`config.mk`:
```
export PLATFORM = sky130hd
export DESIGN_NAME = instr_mem_loader
export DESIGN_NICKNAME = d
export VERILOG_FILES = /design/src/rtl/mips_isa_pkg.sv /design/src/rtl/instr_field_pack.sv /design/src/rtl/instr_mem_loader.sv
export SDC_FILE = /design/constraint.sdc
export NUM_CORES = 1
export LEC_CHECK = 0
export CAP_MARGIN = 20
export CORE_MARGIN = 4
export CORE_UTILIZATION = 43
export CTS_CLUSTER_DIAMETER = 30
export CTS_CLUSTER_SIZE = 28
export DETAILED_ROUTE_END_ITERATION = 10
export PLACE_DENSITY = 0.87
export SKIP_LAST_GASP = 1
export SLEW_MARGIN = 10
export SYNTH_ARGS = -nofsm -noshare
export SYNTH_HDL_FRONTEND = slang
export SYNTH_SLANG_ARGS = --single-unit
```
`constraint.sdc`:
```
create_clock -name i_clk -period 6.9 [get_ports i_clk]
set_clock_uncertainty 0.15 [all_clocks]
set_input_delay 2.07 -clock i_clk [delete_from_list [all_inputs] [get_ports i_clk]]
set_output_delay 2.07 -clock i_clk [all_outputs]
set_load 0.02 [all_outputs]
```
`src/rtl/mips_isa_pkg.sv`:
```
// mips_isa_pkg
// Shared MIPS encoding constants used by both the opcode decoder and the
// instruction-memory loader, so that the two directions cannot drift apart.
// Contents:
//   - OP_*   : 6-bit primary opcodes
//   - KIND_* : loader description kinds (values 11-15 are illegal)
//   - loader_state_t : loader FSM state encoding
package mips_isa_pkg;

  localparam logic [5:0] OP_RTYPE = 6'b000000;
  localparam logic [5:0] OP_LW    = 6'b100011;
  localparam logic [5:0] OP_SW    = 6'b101011;
  localparam logic [5:0] OP_BEQ   = 6'b000100;
  localparam logic [5:0] OP_BNE   = 6'b000101;
  localparam logic [5:0] OP_ADDI  = 6'b001000;
  localparam logic [5:0] OP_SLTI  = 6'b001010;
  localparam logic [5:0] OP_ANDI  = 6'b001100;
  localparam logic [5:0] OP_ORI   = 6'b001101;
  localparam logic [5:0] OP_XORI  = 6'b001110;
  localparam logic [5:0] OP_J     = 6'b000010;

  localparam logic [3:0] KIND_RTYPE = 4'd0;
  localparam logic [3:0] KIND_LW    = 4'd1;
  localparam logic [3:0] KIND_SW    = 4'd2;
  localparam logic [3:0] KIND_BEQ   = 4'd3;
  localparam logic [3:0] KIND_BNE   = 4'd4;
  localparam logic [3:0] KIND_ADDI  = 4'd5;
  localparam logic [3:0] KIND_SLTI  = 4'd6;
  localparam logic [3:0] KIND_ANDI  = 4'd7;
  localparam logic [3:0] KIND_ORI   = 4'd8;
  localparam logic [3:0] KIND_XORI  = 4'd9;
  localparam logic [3:0] KIND_J     = 4'd10;

  typedef enum logic [1:0] {
    ST_IDLE = 2'd0,
    ST_LOAD = 2'd1,
    ST_DONE = 2'd2
  } loader_state_t;

endpackage

```
`src/rtl/instr_field_pack.sv`:
```
// instr_field_pack
// Purely combinational packer: turns a field-level instruction description
// into a 32-bit MIPS word and flags whether the kind code is legal.
// Ports:
//   kind   in  4   description kind (KIND_*)
//   rs,rt,rd,shamt in 5  register / shift fields
//   funct  in  6   R-type function field
//   imm    in  16  I-type immediate / branch offset
//   target in  26  J-type target
//   word   out 32  packed instruction (0 when illegal)
//   legal  out 1   kind is one of the defined codes
module instr_field_pack
  import mips_isa_pkg::*;
(
  input  logic [3:0]  kind,
  input  logic [4:0]  rs,
  input  logic [4:0]  rt,
  input  logic [4:0]  rd,
  input  logic [4:0]  shamt,
  input  logic [5:0]  funct,
  input  logic [15:0] imm,
  input  logic [25:0] target,
  output logic [31:0] word,
  output logic        legal
);

  always_comb begin
    word  = '0;
    legal = 1'b1;
    case (kind)
      KIND_RTYPE: word = {OP_RTYPE, rs, rt, rd, shamt, funct};
      KIND_LW:    word = {OP_LW,   rs, rt, imm};
      KIND_SW:    word = {OP_SW,   rs, rt, imm};
      KIND_BEQ:   word = {OP_BEQ,  rs, rt, imm};
      KIND_BNE:   word = {OP_BNE,  rs, rt, imm};
      KIND_ADDI:  word = {OP_ADDI, rs, rt, imm};
      KIND_SLTI:  word = {OP_SLTI, rs, rt, imm};
      KIND_ANDI:  word = {OP_ANDI, rs, rt, imm};
      KIND_ORI:   word = {OP_ORI,  rs, rt, imm};
      KIND_XORI:  word = {OP_XORI, rs, rt, imm};
      KIND_J:     word = {OP_J, target};
      default:    legal = 1'b0;
    endcase
  end

endmodule

```
`src/rtl/instr_mem_loader.sv`:
```
// instr_mem_loader
// Loads a program into instruction memory before the CPU runs. Field-level
// descriptions arrive on a valid/ready stream, are packed into MIPS words
// and written to consecutive imem words starting at word 0.
// Ports:
//   i_clk, i_rst          clock, synchronous active-high reset
//   i_start               pulse: begin/restart a session at word 0
//   i_valid / o_ready     description handshake
//   i_last                marks the final description
//   i_kind, i_rs, i_rt, i_rd, i_shamt, i_funct, i_imm, i_target  fields
//   o_imem_we/addr/wdata  imem write port (byte address)
//   o_count               words written this session
//   o_full                o_count == IMEM_DEPTH
//   o_err                 sticky illegal-kind flag
//   o_done                session finished, held until next i_start
module instr_mem_loader
  import mips_isa_pkg::*;
#(
  parameter int IMEM_DEPTH = 256,
  parameter int CNT_W      = 9
) (
  input  logic             i_clk,
  input  logic             i_rst,
  input  logic             i_start,
  input  logic             i_valid,
  output logic             o_ready,
  input  logic             i_last,
  input  logic [3:0]       i_kind,
  input  logic [4:0]       i_rs,
  input  logic [4:0]       i_rt,
  input  logic [4:0]       i_rd,
  input  logic [4:0]       i_shamt,
  input  logic [5:0]       i_funct,
  input  logic [15:0]      i_imm,
  input  logic [25:0]      i_target,
  output logic             o_imem_we,
  output logic [31:0]      o_imem_addr,
  output logic [31:0]      o_imem_wdata,
  output logic [CNT_W-1:0] o_count,
  output logic             o_full,
  output logic             o_err,
  output logic             o_done
);

  loader_state_t    state_reg, state_next;
  logic [CNT_W-1:0] count_reg;
  logic             we_reg;
  logic [31:0]      addr_reg;
  logic [31:0]      wdata_reg;
  logic             err_reg;
  logic             last_pend_reg;  // accepted description carried i_last

  logic [31:0] packed_word;
  logic        packed_legal;
  logic        accept;

  instr_field_pack u_pack (
    .kind   (i_kind),
    .rs     (i_rs),
    .rt     (i_rt),
    .rd     (i_rd),
    .shamt  (i_shamt),
    .funct  (i_funct),
    .imm    (i_imm),
    .target (i_target),
    .word   (packed_word),
    .legal  (packed_legal)
  );

  assign o_full  = (count_reg == CNT_W'(IMEM_DEPTH));
  // A restart cycle never accepts, and nothing is accepted while reset is held.
  assign o_ready = (state_reg == ST_LOAD) && !o_full && !i_start && !i_rst;
  assign accept  = i_valid && o_ready;

  always_comb begin
    state_next = state_reg;
    case (state_reg)
      ST_IDLE: if (i_start) state_next = ST_LOAD;
      ST_LOAD: begin
        // DONE is entered the cycle after the final word's write strobe.
        if (i_start)            state_next = ST_LOAD;
        else if (last_pend_reg) state_next = ST_DONE;
      end
      ST_DONE: if (i_start) state_next = ST_LOAD;
      default: state_next = ST_IDLE;
    endcase
  end

  always_ff @(posedge i_clk) begin
    if (i_rst) begin
      state_reg     <= ST_IDLE;
      count_reg     <= '0;
      we_reg        <= 1'b0;
      addr_reg      <= '0;
      wdata_reg     <= '0;
      err_reg       <= 1'b0;
      last_pend_reg <= 1'b0;
    end else begin
      state_reg     <= state_next;
      we_reg        <= accept && packed_legal;
      last_pend_reg <= accept && i_last;
      if (accept && packed_legal) begin
        addr_reg  <= 32'(count_reg) << 2;
        wdata_reg <= packed_word;
      end
      if (i_start) begin
        count_reg <= '0;
        err_reg   <= 1'b0;
      end else if (accept) begin
        if (packed_legal) count_reg <= count_reg + CNT_W'(1);
        else              err_reg   <= 1'b1;
      end
    end
  end

  // Reset arriving while a write is in flight suppresses that strobe.
  assign o_imem_we    = we_reg && !i_rst;
  assign o_imem_addr  = addr_reg;
  assign o_imem_wdata = wdata_reg;
  assign o_count      = count_reg;
  assign o_err        = err_reg;
  assign o_done       = (state_reg == ST_DONE);

endmodule

```
==> results of run 1 <==
worst max-delay path: stages:
cell             delay [ns]
clkdlybuf4s50_1        0.49
nor2_4                 0.27
nand2_1                0.08
nor2_1                 0.09
clkdlybuf4s50_1        0.61
routing by layer:
layer  part of all wire (%)  global-route usage, %
met1                     38                   22.8
met2                     49                   35.0
met3                     11                   7.67
met4                    1.7                   6.38
met5                      0                      0
cell families after synthesis:
family | share of synthesized area, %
flops | 36.7
buf+inv | 13.8
xor+xnor | 0.595
fa+ha+maj | 0.850
other cells | 0.127
mux | 0.680
compound gates | 35.1
simple gates | 12.1
synthesized netlist by cell type (4+ instances only):
| cell | instances | area [sq um] |
|---|---|---|
| inv_1 | 4 | 15.0 |
| buf_4 | 25 | 188 |
| a21oi_1 | 50 | 250 |
| clkbuf_1 | 13 | 48.8 |
| dfxtp_1 | 54 | 1080 |
| a211oi_2 | 27 | 338 |
| nor2_1 | 7 | 26.3 |
| nor3_1 | 4 | 20.0 |
| nand2_1 | 7 | 26.3 |
| o21ai_0 | 10 | 50.1 |
| a222oi_1 | 16 | 160 |
| or4_1 | 4 | 30.0 |
| buf_6 | 10 | 113 |
| a22oi_1 | 10 | 75.1 |
| buf_2 | 7 | 35.0 |
| nand3_1 | 13 | 65.1 |
power breakdown:
group,internal [mW],switching [mW],total [mW]
registers,0.316,0.00297,0.319
logic,0.0641,0.0691,0.133
clock network,0.0716,0.106,0.178
total,0.452,0.178,0.630
final cells by class:
type,count,area (sq um)
sequential,54,1080
fill,525,2320
timing repair buffer,136,1350
tap,77,96.3
multi-input combinational,218,1540
clock buffer,5,68.8
clock inverter,3,21.3
inverter,4,15.0
stage by stage:
step           instances  cell area (sq um)
2_1_floorplan        333               3030
3_3_place_gp         488               4070
3_5_place_dp         488               4070
4_1_cts              496               4160
5_1_grt              497               4170
6_report             497               4170
path summary, 6_finish.rpt:
path / to / slack (ns) / depth (start not counted)
max reg2reg: o_count[0]$_SDFFE_PP0P_ / 4.11 / 6
min: state_reg[0]$_SDFFE_PP0P_ / 0.32 / 1
min reg2reg: state_reg[0]$_SDFFE_PP0P_ / 0.32 / 1
max: o_ready / 1.07 / 5
==> impl_metrics.toml, run 1 <==
[sta]
clock.fmax_ghz = 0.172
setup_tns_ns = 0
timing.final.crit_share_pct = 84.4
rsz0062_at_grt = "no"
relSlewSlack_pct = 28.9
whs_ns = 0.320
worst_slack_ns = 1.07
maxSlewViolCount = 0
setup_viol = 0
hold_viol_final = 0
tightest_slew_ns = 1.06
period_minus_slack_ns = 5.83

[cts]
htreeDepth = 2
cts.sinks = 54
clockRootBuffer = "clkbuf_8"
path_clk_slew_ns = 0.09
cts.repair.resized = 0
clkLatencyLatePin_ns = 0.31
holdBufCountCts = 0
cts_buffer_depth = 2
post_cts_buffers = 0
cts_tree = "built"
cts_buffers = 5

[global_routing]
antenna_found_initial = 0
gr-total-overflow = 0
grt_pass1_wl_um = 13600
grt_max_degree = 44
track_usage_pct = 20.2
grt_pass1_vias = 2803

[critical_path]
crit_path_start = "i_start"
end_kind = "output port"
crit_required_ns = 4.68
worst-path-max-fanout = 8
path_class = "in -> out"
crit_arrival_ns = 3.61
r2r_start = "o_count[0]$_SDFFE_PP0P_"
crit_path_start_kind = "input port"

[placed_design]
routabilityCongestion = 0.732
pre_cts_slack_ns = 1.07
dp_hpwl_um = 6210
numPortBuffers = 130

[cells_and_area]
final_common_cell = "clkdlybuf4s50_1"
antennaDiodeCount = 0
fin_util_pct = 64.2
drive_gt1_share_pct = 12.6
nNetsFinal = 498
largest_register_ffs = 31
synthToLayoutAreaGrowth_pct = 41.8
layout_common_cells = "clkdlybuf4s50_1 (129), dfxtp_1 (54), a21oi_1 (50)"

[hold_path]
hold_class = "reg -> reg"
min_from = "state_reg[1]$_SDFFE_PP0P_"

[pwr]
power_density_mw_per_mm2 = 151
ir_drop_mv = 0.0845
leakage_nw = 1.35
power_mw = 0.630

[die]
start_util_pct = 45.3
ios = 155
num_rows = 29
core_region_area_sq_mm = 0.00649
die_y_um = 90.7
die_w_um = 90.7
die-area_sq_mm = 0.00823

[logic_synthesis]
yosys_warnings = 0
synth.cell_area_sq_mm = 0.00294
syn-mean-instance-area_sq_um = 9.49
ys_seq_area_share_pct = 36.7
syn_inst = 310
synth_cell_types = 48
synth_edf_count = 0
synth-async-reset-ratio_pct = 0
ys_ff_latch = 54
ys.flop_type = "dfxtp_1"

[job]
drv_cap = 0

[routing]
drc = 0
post_drt_wl_per_cell_um = 17.4
antenna_left = 0
drt_pass1_iterations = 7
viasPerCell = 5.73
routed_wirelength_um = 8640
via_count = 2849
drt_iter0_markers = 243

[run_status]
outcome = "completed"
Note: power is estimated with default switching activity, not from simulation.
==> run 2, diff against run 1 <==
--- a/config.mk
+++ b/config.mk
@@ -7,11 +7,11 @@
 export LEC_CHECK = 0
 export CAP_MARGIN = 20
 export CORE_MARGIN = 4
-export CORE_UTILIZATION = 43
+export CORE_UTILIZATION = 36
 export CTS_CLUSTER_DIAMETER = 30
 export CTS_CLUSTER_SIZE = 28
 export DETAILED_ROUTE_END_ITERATION = 10
-export PLACE_DENSITY = 0.87
+export PLACE_DENSITY = 0.77
 export SKIP_LAST_GASP = 1
 export SLEW_MARGIN = 10
 export SYNTH_ARGS = -nofsm -noshare
==> constraint.sdc (replaced) <==
create_clock -name i_clk -period 5.2 [get_ports i_clk]
set_clock_uncertainty 0.15 [all_clocks]
set_input_delay 1.56 -clock i_clk [delete_from_list [all_inputs] [get_ports i_clk]]
set_output_delay 1.56 -clock i_clk [all_outputs]
set_load 0.02 [all_outputs]
==> run 2 against run 1 <==
  * Non-clock buffer count increased by 3
  * Hold slack got worse by 0.016 ns
  * Global-route usage decreased by 3.1 points
  * Utilization decreased by 10 points
  * Final cell count increased by 5.6%
  * Critical path type unchanged
  * Largest cell class unchanged
==> impl_metrics.toml, run 2 (synthesis gave the netlist of run 1 again) <==
[run_status]
outcome = "completed"

[sta]
rsz0062_at_grt = "no"
setup_viol = 0
maxSlewViolCount = 0
timing.final.crit_share_pct = 91.5
clock.fmax_ghz = 0.210
setup_tns_ns = 0
relSlewSlack_pct = 36.6
period_minus_slack_ns = 4.76
tightest_slew_ns = 0.943
hold_viol_final = 0

[global_routing]
grt_pass1_wl_um = 13700
antenna_found_initial = 0
grt_pass1_vias = 2754
gr-total-overflow = 0
grt_max_degree = 31
track_usage_pct = 17.1

[pwr]
ir_drop_mv = 0.127
clock_power_share_pct = 32.3
p_switching_mw = 0.239
leakage_nw = 1.37
power_frac_comb_pct = 20.1
sw_frac_of_total_pct = 26.9
power_mw = 0.889
seqPwrFrac_pct = 47.7
power_density_mw_per_mm2 = 209
intPower_mw = 0.650

[critical_path]
cp_cell_sequence = "clkdlybuf4s50_1 > nor2_4 > nand2_1 > nor2_1 > clkdlybuf4s50_1"
end_kind = "output port"
worst-path-max-fanout = 8
crit_required_ns = 3.49
path_class = "in -> out"
crit_arrival_ns = 3.05
cpPeakStageDelay_ns = 0.61
crit_path_start_kind = "input port"
cp_slowest_cell = "clkdlybuf4s50_1"
cp_common_cell = "clkdlybuf4s50_1"

[cells_and_area]
nNetsFinal = 501
fillers = 758
drive_gt1_share_pct = 13.2
antennaDiodeCount = 0
synthToLayoutAreaGrowth_pct = 44.7
largest_register_ffs = 31
final_cells = 525
layout_common_cells = "clkdlybuf4s50_1 (129), dfxtp_1 (54), a21oi_1 (50)"
final_common_cell = "clkdlybuf4s50_1"

[placed_design]
dp_cells = 516
routabilityCongestion = 0.822
dp_hpwl_um = 6390
numPortBuffers = 130

[routing]
routed_wirelength_um = 8750
drt_pass1_iterations = 4
via_count = 2817
post_drt_wl_per_cell_um = 16.7
viasPerCell = 5.37
drt_iter0_markers = 158
drc = 0
antenna_left = 0

[die]
ios = 155
die_w_um = 98.4
start_util_pct = 37.5
die_y_um = 98.4
die-area_sq_mm = 0.00968
core_region_area_sq_mm = 0.00785
num_rows = 32

[cts]
cts_buffer_depth = 2
post_cts_buffers = 0
cts.repair.resized = 0
path_clk_slew_ns = 0.10
htreeDepth = 2
cts_buffers = 5
clockRootBuffer = "clkbuf_8"
holdBufCountCts = 0
cts.sinks = 54
cts_tree = "built"
clkLatencyLatePin_ns = 0.31

[hold_path]
hold_class = "reg -> reg"

[job]
drv_cap = 0
==> run 2: final timing paths <==
| path | startpoint | endpoint | slack [ns] | depth (start not counted) |
|---|---|---|---|---|
| worst max-delay path | i_start | o_ready | 0.44 | 5 |
| worst min-delay path | state_reg[1]$_SDFFE_PP0P_ | state_reg[0]$_SDFFE_PP0P_ | 0.30 | 1 |
| worst max register to register | o_count[0]$_SDFFE_PP0P_ | o_imem_wdata[8]$_SDFFE_PP0P_ | 2.49 | 7 |
| worst min register to register | state_reg[1]$_SDFFE_PP0P_ | state_reg[0]$_SDFFE_PP0P_ | 0.30 | 1 |
==> run 2: cell type report <==
cell class / count / area [sq um] / share of cell area, %
Clock buffer: 5 / 68.8 / 1.62
Clock inverter: 3 / 45.0 / 1.06
Inverter: 4 / 15.0 / 0.353
Multi-Input combinational cell: 218 / 1540 / 36.3
Sequential cell: 54 / 1080 / 25.4
Tap cell: 102 / 128 / 3.00
Timing Repair Buffer: 139 / 1380 / 32.3
==> run 2: stage by stage <==
step	hold WS [ns]	instance area (sq um)	util, %	worst slack (ns)
finish	0.304	4260	54.3	0.443
global route	0.346	4260	54.3	0.352
CTS	0.310	4250	54.2	0.421
detailed placement	0.297	4140	52.7	0.428
global placement	0.281	4140	52.7	0.448
floorplan	0.274	3030	-	1.26
==> run 2: critical path, delay by kind of cell <==
family	cells	cell delay (ns)
buffers and inverters	2	1.08
and+or+nand+nor	3	0.40
==> run 2: power by group through the flow <==
stage               sequential (mW)  combinational, mW  clock, mW
floorplan                     0.439              0.101          0
global placement              0.433              0.173          0
detailed placement            0.433              0.177          0
CTS                           0.424              0.177      0.293
global route                  0.424              0.191      0.303
finish                        0.423              0.179      0.287
==> run 2: metal layers <==
metal / GRT usage [%] / part of all wire [%] / vias to the layer above
li1: - / - / 1356
met1: 19.9 / 39 / 1329
met2: 30.8 / 50 / 125
met3: 5.45 / 9.3 / 7
met4: 3.26 / 1.0 / 0
met5: 0 / 0 / -
==> run 3, diff against run 2 <==
--- a/config.mk
+++ b/config.mk
@@ -6,7 +6,6 @@
 export NUM_CORES = 1
 export LEC_CHECK = 0
 export CAP_MARGIN = 20
-export CORE_MARGIN = 4
 export CORE_UTILIZATION = 36
 export CTS_CLUSTER_DIAMETER = 30
 export CTS_CLUSTER_SIZE = 28
==> run 3 against run 2 <==
  * Total power decreased by 0.33%
  * First-iteration DRC count is 9.5% higher
  * Critical path type unchanged
  * Global-route usage up 2.8 points
  * Die area fell by 12%
  * Count of clock-buffer cells in the layout is 1 higher
  * Sequential cell count stayed put
  * Maximum frequency about the same
==> impl_metrics.toml, run 3 (synthesis gave the netlist of run 1 again) <==
[cts]
cts_buffer_depth = 2
htreeDepth = 2
cts_tree = "built"
post_cts_buffers = 0
path_clk_slew_ns = 0.09
clockRootBuffer = "clkbuf_8"
holdBufCountCts = 0
clkLatencyLatePin_ns = 0.31
cts.sinks = 54
cts.repair.resized = 0
cts_buffers = 5

[critical_path]
cp_common_cell = "clkdlybuf4s50_1"
reg2reg_slack_ns = 2.51
cpPeakStageDelay_ns = 0.60
end_kind = "output port"
ff2ff_path_depth = 7
r2r_start = "o_count[0]$_SDFFE_PP0P_"
worst-path-max-fanout = 8
cp_slowest_cell = "clkdlybuf4s50_1"
path_class = "in -> out"
crit_required_ns = 3.49
cp_cell_sequence = "clkdlybuf4s50_1 > nor2_4 > nand2_1 > nor2_1 > clkdlybuf4s50_1"
timing.rr.end = "o_imem_wdata[8]$_SDFFE_PP0P_"
crit_path_start_kind = "input port"
crit_arrival_ns = 3.04

[pwr]
intPower_mw = 0.649
power_mw = 0.886
clock_power_share_pct = 32.4
sw_frac_of_total_pct = 26.8
leakage_nw = 1.37
ir_drop_mv = 0.159
power_density_mw_per_mm2 = 209
seqPwrFrac_pct = 47.8
power_frac_comb_pct = 19.8
p_switching_mw = 0.237

[routing]
post_drt_wl_per_cell_um = 15.6
antenna_left = 0
drt_pass1_iterations = 6
viasPerCell = 5.36
via_count = 2808
drt_iter0_markers = 173
drc = 0
routed_wirelength_um = 8190

[die]
num_rows = 32
core_region_area_sq_mm = 0.00781
die-area_sq_mm = 0.00854
start_util_pct = 37.7
die_y_um = 92.4
die_w_um = 92.4
ios = 155

[cells_and_area]
largest_register_ffs = 31
drive_gt1_share_pct = 13.3
synthToLayoutAreaGrowth_pct = 44.0
layout_common_cells = "clkdlybuf4s50_1 (129), dfxtp_1 (54), a21oi_1 (50)"
nNetsFinal = 500
fillers = 720
final_cells = 524
final_cell_area_sq_mm = 0.00424
antennaDiodeCount = 0
final_common_cell = "clkdlybuf4s50_1"

[global_routing]
grt_pass1_wl_um = 13500
grt_pass1_vias = 2734
track_usage_pct = 19.8
antenna_found_initial = 0
gr-total-overflow = 0
grt_max_degree = 46

[sta]
whs_ns = 0.309
period_minus_slack_ns = 4.75
clock.fmax_ghz = 0.210
timing.final.crit_share_pct = 91.4
rsz0062_at_grt = "no"
setup_tns_ns = 0
relSlewSlack_pct = 33.8
setup_viol = 0
hold_viol_final = 0
maxSlewViolCount = 0
tightest_slew_ns = 0.986

[placed_design]
dp_cells = 515
dp_hpwl_um = 5770
numPortBuffers = 130
place_area_sq_mm = 0.00412
routabilityCongestion = 0.763

[job]
drv_cap = 0

[hold_path]
hold_class = "reg -> reg"
hold_depth = 1
hold_end = "state_reg[0]$_SDFFE_PP0P_"
min_from = "state_reg[1]$_SDFFE_PP0P_"

[run_status]
outcome = "completed"
-- run 3: cell count changes in the layout (fill, tap and decap cells not counted), sizes merged --
cell,before,now
buf,10,9
clkbuf,5,6
clkinvlp,2,1
-- run 3: area by class of cell --
type / instances / area (sq um) / share of cell area (%)
Clock buffer: 6 / 72.6 / 1.71
Clock inverter: 2 / 37.5 / 0.886
Inverter: 4 / 15.0 / 0.354
Multi-Input combinational cell: 218 / 1550 / 36.5
Sequential cell: 54 / 1080 / 25.5
Tap cell: 102 / 128 / 3.01
Timing Repair Buffer: 138 / 1360 / 32.0
-- run 3: per-stage QoR --
stage	utilization [%]	setup WS (ns)
floorplan	-	1.26
global placement	52.8	0.451
detailed placement	52.8	0.437
CTS	54.2	0.429
global route	54.3	0.361
finish	54.3	0.447
-- run 3: critical path, delay by kind of cell --
family / cells / cell delay, ns
buffers and inverters: 2 / 1.08
and+or+nand+nor: 3 / 0.41
-- run 3: power by group through the flow --
stage               sequential [mW]  clock (mW)  combinational [mW]
floorplan                     0.439           0               0.101
global placement              0.433           0               0.172
detailed placement            0.433           0               0.173
CTS                           0.423       0.294               0.174
global route                  0.424       0.312               0.188
finish                        0.423       0.287               0.175
-- run 3: worst max-delay path by stage --
stage / end / depth (start not counted) / start / slack, ns
2_1_floorplan: o_ready / 4 / i_rst / 1.26
3_3_place_gp: o_ready / 5 / i_start / 0.45
3_5_place_dp: o_ready / 5 / i_start / 0.44
4_1_cts: o_ready / 5 / i_start / 0.43
5_1_grt: o_ready / 5 / i_start / 0.36
6_report: o_ready / 5 / i_start / 0.45
-- run 3: routing by layer --
| layer | GRT usage [%] | share of wire (%) | wire, um |
|---|---|---|---|
| met1 | 23.2 | 41 | 3380 |
| met2 | 35.1 | 49 | 4040 |
| met5 | 0 | 0 | 0 |
| met4 | 4.95 | 1.1 | 91 |
| met3 | 5.91 | 8.4 | 685 |
